==> src/rtl/regfile_write_arbiter.sv <==
// Register file write-port owner: zero-fill walk after reset, then a
// round-robin arbiter between the ALU (req0) and load unit (req1)
// writeback paths, with optional suppression of writes to register 0.
module regfile_write_arbiter #(
    parameter int DATA_W           = 32,
    parameter int ADDR_W           = 5,
    parameter int NUM_REGS         = 32,
    parameter bit ZERO_REG_PROTECT = 1'b1
) (
    input  logic              clk,
    input  logic              rst,
    input  logic              req0_valid,
    input  logic [ADDR_W-1:0] req0_addr,
    input  logic [DATA_W-1:0] req0_data,
    output logic              req0_ready,
    input  logic              req1_valid,
    input  logic [ADDR_W-1:0] req1_addr,
    input  logic [DATA_W-1:0] req1_data,
    output logic              req1_ready,
    output logic              rf_we,
    output logic [ADDR_W-1:0] rf_waddr,
    output logic [DATA_W-1:0] rf_wdata,
    output logic              init_done
);

    typedef enum logic {
        CLEAR = 1'b0,
        ARB   = 1'b1
    } state_t;

    // One past the last cleared address; the counter parks here once the walk ends.
    localparam logic [ADDR_W:0] CLR_END = (ADDR_W + 1)'(NUM_REGS);

    state_t            state, state_d;
    logic [ADDR_W:0]   clr_cnt, clr_cnt_d;
    logic              rr_ptr, rr_ptr_d;
    logic              rf_we_d;
    logic [ADDR_W-1:0] rf_waddr_d;
    logic [DATA_W-1:0] rf_wdata_d;
    logic              init_done_d;
    logic              grant0, grant1;
    logic [ADDR_W-1:0] gnt_addr;
    logic [DATA_W-1:0] gnt_data;

    // Grant: on contention rr_ptr picks the winner, otherwise the lone valid requester wins
    always_comb begin
        grant0 = 1'b0;
        grant1 = 1'b0;
        if (state == ARB) begin
            if (req0_valid && req1_valid) begin
                grant0 = ~rr_ptr;
                grant1 = rr_ptr;
            end else begin
                grant0 = req0_valid;
                grant1 = req1_valid;
            end
        end
    end

    assign req0_ready = grant0;
    assign req1_ready = grant1;

    // Next-state: clear walk, then registered issue of the granted write
    always_comb begin
        state_d     = state;
        clr_cnt_d   = clr_cnt;
        rr_ptr_d    = rr_ptr;
        rf_we_d     = 1'b0;
        rf_waddr_d  = rf_waddr;
        rf_wdata_d  = rf_wdata;
        init_done_d = init_done;
        gnt_addr    = grant1 ? req1_addr : req0_addr;
        gnt_data    = grant1 ? req1_data : req0_data;
        case (state)
            CLEAR: begin
                if (clr_cnt < CLR_END) begin
                    rf_we_d    = 1'b1;
                    rf_waddr_d = clr_cnt[ADDR_W-1:0];
                    rf_wdata_d = '0;
                    clr_cnt_d  = clr_cnt + 1'b1;
                end else begin
                    // Last zero write was issued on the previous edge; go live now.
                    state_d     = ARB;
                    init_done_d = 1'b1;
                end
            end
            ARB: begin
                if (grant0 || grant1) begin
                    rf_waddr_d = gnt_addr;
                    rf_wdata_d = gnt_data;
                    // A write to $zero still completes the handshake but never reaches the file.
                    rf_we_d    = !(ZERO_REG_PROTECT && (gnt_addr == '0));
                    if (req0_valid && req1_valid)
                        rr_ptr_d = ~grant1;
                end
            end
            default: state_d = CLEAR;
        endcase
    end

    // State and output registers; reset aborts any walk or arbitration in progress
    always_ff @(posedge clk) begin
        if (!rst) begin
            state     <= CLEAR;
            clr_cnt   <= '0;
            rr_ptr    <= 1'b0;
            rf_we     <= 1'b0;
            rf_waddr  <= '0;
            rf_wdata  <= '0;
            init_done <= 1'b0;
        end else begin
            state     <= state_d;
            clr_cnt   <= clr_cnt_d;
            rr_ptr    <= rr_ptr_d;
            rf_we     <= rf_we_d;
            rf_waddr  <= rf_waddr_d;
            rf_wdata  <= rf_wdata_d;
            init_done <= init_done_d;
        end
    end

endmodule

==> config.mk <==
export PLATFORM = sky130hd
export DESIGN_NAME = regfile_write_arbiter
export DESIGN_NICKNAME = d
export VERILOG_FILES = /design/src/rtl/regfile_write_arbiter.sv
export SDC_FILE = /design/constraint.sdc
export NUM_CORES = 1
export LEC_CHECK = 0
export ABC_AREA = 1
export CAP_MARGIN = 20
export CORE_MARGIN = 4
export CORE_UTILIZATION = 38
export DETAILED_ROUTE_END_ITERATION = 7
export GPL_ROUTABILITY_DRIVEN = 0
export PLACE_DENSITY = 0.86
export SLEW_MARGIN = 30
export SYNTH_ARGS = -nofsm -noshare
export SYNTH_HDL_FRONTEND = slang
export SYNTH_SLANG_ARGS = --single-unit
==> constraint.sdc <==
create_clock -name clk -period 1.7 [get_ports clk]
set_input_delay 0.17 -clock clk [delete_from_list [all_inputs] [get_ports clk]]
set_output_delay 0.17 -clock clk [all_outputs]
set_load 0.02 [all_outputs]
==> run_results.csv, run 1 <==
group,metric,value,unit
synth,synthDominantAreaCellType,"dfxtp_1",
pwr,clockPowerShare,30.3,%
placement,hpwl,4960,um
setup_path,path_max_fanout,5,
synth,synth_common_cells,"nand2_1 (121), dfxtp_1 (47), o21ai_1 (42)",
cells_and_area,syn2layout_area_growth,67.9,%
synth,ys_seq_area_share,44.7,%
run,maxCapViolations,0,
hold_path,min-delay-path-class,"register to register",
timing,max_slew_margin,75.3,%
synth,synth_most_common_cell,"nand2_1",
routing,totalWireLength,6470,um
clocking,holdBufCountCts,0,
clocking,cts-htree-levels,2,
pwr,p_sw,0.407,mW
cells_and_area,fin_nets,515,
placement,io_buffers,118,
pwr,p_leak,1.51,nW
grt,grt-ovfl-total,0,
grt,grt.total_usage,18.8,%
cells_and_area,drive_gt1_share,5.98,%
floorplan,io_pins,119,
floorplan,core.rowCount,26,
cells_and_area,layoutNonFillerInstCount,505,
routing,via_count,2439,
clocking,cts_made_buffers,5,
clocking,numClockSinks,47,
clocking,tritoncts,"yes",
pwr,power,1.98,mW
timing,worstMarginPinSlew,370,ps
clocking,clk_latency,280,ps
pwr,p_per_area,561,mW/mm2
setup_path,crit_type,"register to output port",
setup_path,start_kind,"register",
synth,synth_top_area_share,44.7,%
synth,synth_edf_count,0,
routing,drt_iter0_drc,98,
routing,drt-wirelength-per-cell,12.8,um
cells_and_area,n_antenna_cell,0,
grt,antenna_found_initial,0,
pwr,power_frac_seq,56.6,%
timing,hold_ws,452,ps
synth,synth_fp_nets,394,
timing,rsz0062_at_grt,"false",
setup_path,crit_family,"buffers and inverters",
synth,synth_ff_type,"dfxtp_1",
timing,setup_violations,0,
synth,netlist_area,0.00210,mm2
grt,grt_pass1_wl,9990,um
routing,drc,0,
grt,grt_pass1_vias,2286,
timing,fin_crit,1470,ps
setup_path,slowest_delay,420,ps
clocking,clkTransAtPathRegs,80,ps
pwr,vdd_ir_drop_max,393,uV
pwr,sw_frac_of_total,20.6,%
timing,fmax,681,MHz
setup_path,arrival,1300,ps
synth,yosysUniqueCellTypes,16,
floorplan,start_util,40.2,%
setup_path,crit_path_end_kind,"output port",
cells_and_area,fill_cells,449,
timing,period_share,86.4,%
grt,grt_max_degree,34,
routing,drt-pass1-iter-count,5,
setup_path,cpMaxStageDelayCell,"dfxtp_1",
floorplan,die_h,82.4,um
clocking,cts-root-buf,"clkbuf_8",
routing,ant_nets,0,
routing,viasPerCell,4.83,
placement,dp_cells,499,
synth,ys_warn_count,0,
timing,finalClockSkew,3.63,ps
setup_path,critical_path.cell_chain,"nand2_1 -> inv_2 -> nand2_2 -> inv_1 -> dlygate4sd2_1",
setup_path,worstPathRequired,1530,ps
floorplan,die_w,82.4,um
synth,synth_area_leaders,"dfxtp_1 (45%), nand2_1 (22%), o21ai_1 (10%), o21ai_0 (7.9%), a21oi_1 (3.3%)",
run_status,status,"completed",
timing,drv_slew,0,
floorplan,die-area,0.00679,mm2
pwr,power.internal,1.57,mW
synth,ys_seq_elements,47,
setup_path,cp_num_buf_inv,3,
synth,synthCells,315,
timing,hold_violations,0,
pwr,pwr-share-comb,13.1,%
synth,synth.avg_cell_area,6.68,um2
clocking,cts_buffer_depth,2,
floorplan,core,0.00524,mm2
synth,async_reset_ff_share,0,%
state kept, by name, summed over array words and instances (netlist names):
name       flops
rf_wdata      32
clr_cnt        6
rf_waddr       5
init_done      1
rf_we          1
rr_ptr         1
state          1
per-stage QoR:
| stage | setup TNS, ps | setup WS [ps] | utilization, % | cell area (um2) |
|---|---|---|---|---|
| 2_1_floorplan | 0 | 379 | - | 2100 |
| 3_3_place_gp | 0 | 28.9 | 66.1 | 3460 |
| 3_5_place_dp | -0.980 | -0.980 | 66.1 | 3460 |
| 4_1_cts | 0 | 195 | 67.4 | 3530 |
| 5_1_grt | 0 | 120 | 67.4 | 3530 |
| 6_report | 0 | 231 | 67.4 | 3530 |
logic make-up after synthesis:
family / Yosys count / synth area share (%)
AOI/OAI and AO/OA: 90 / 21.5
adders and majority gates: 1 / 0.595
buffers and inverters: 33 / 6.42
DFF: 47 / 44.7
and+or+nand+nor: 144 / 26.8
power groups by stage:
stage	registers [mW]	logic [mW]	clock network [mW]
after global placement	1.15	0.257	0
after global routing	1.12	0.278	0.672
final	1.12	0.259	0.600
after detailed placement	1.15	0.259	0
after CTS	1.12	0.262	0.629
after floorplan	1.15	0.0439	0
worst register-to-register path, delay by kind of cell (launching register included):
family                 cells  cell delay (ps)
buffers and inverters      4              410
flip-flops                 1              420
AND/OR/NAND/NOR            7              540
area by class of cell:
type                       count  area, um2  area share, %
timing repair buffer         132       1350           38.1
multi-input combinational    235       1030           29.1
sequential                    47        941           26.6
tap                           70       87.6           2.48
clock buffer                   6       72.6           2.06
inverter                      15       56.3           1.59
cell usage in the layout, fill, tap and decap left out, types with 2 or more instances in the layout:
master           count
buf_12               5
dfxtp_1             47
clkdlybuf4s50_1    116
nor3_1               2
clkbuf_8             5
o21ai_1             42
o21ai_0             33
nand3_1              8
nor2_1               9
buf_4                9
inv_1               12
nand2_2              3
dlygate4sd2_1        2
nand2_1            121
inv_2                3
a21oi_1             14
repair_timing:
| item | CTS | global route |
|---|---|---|
| endpoints found under the hold margin | 0 | 0 |
| buffers inserted | 0 | 0 |
| endpoints found under the setup margin | 2 | 0 |
| gates resized for setup | 2 | 0 |
path summary, 6_finish.rpt:
kind,from,endpoint,slack [ps],cells after the start
worst max register to register,state,rf_we,240,11
worst min register to register,rf_wdata[12],rf_wdata[12],450,2
worst max-delay path,state,req1_ready,230,5
worst min-delay path,rf_wdata[12],rf_wdata[12],450,2
per-layer routing:
layer / vias to the layer above / share of wire (%) / track usage, %
li1: 1259 / - / -
met1: 1098 / 41 / 21.6
met2: 76 / 50 / 33.8
met3: 6 / 8.6 / 4.88
met4: 0 / 0.76 / 5.98
met5: - / 0 / 0
No activity file was read; power rests on OpenSTA's default activity.
==> inputs of run 2 (changes only) <==
--- a/config.mk
+++ b/config.mk
@@ -10,7 +10,6 @@
 export CORE_MARGIN = 4
 export CORE_UTILIZATION = 38
 export DETAILED_ROUTE_END_ITERATION = 7
-export GPL_ROUTABILITY_DRIVEN = 0
 export PLACE_DENSITY = 0.86
 export SLEW_MARGIN = 30
 export SYNTH_ARGS = -nofsm -noshare
==> results of run 2 <==
Same layout as run 1: the final DEF is identical, and so are final timing and power.
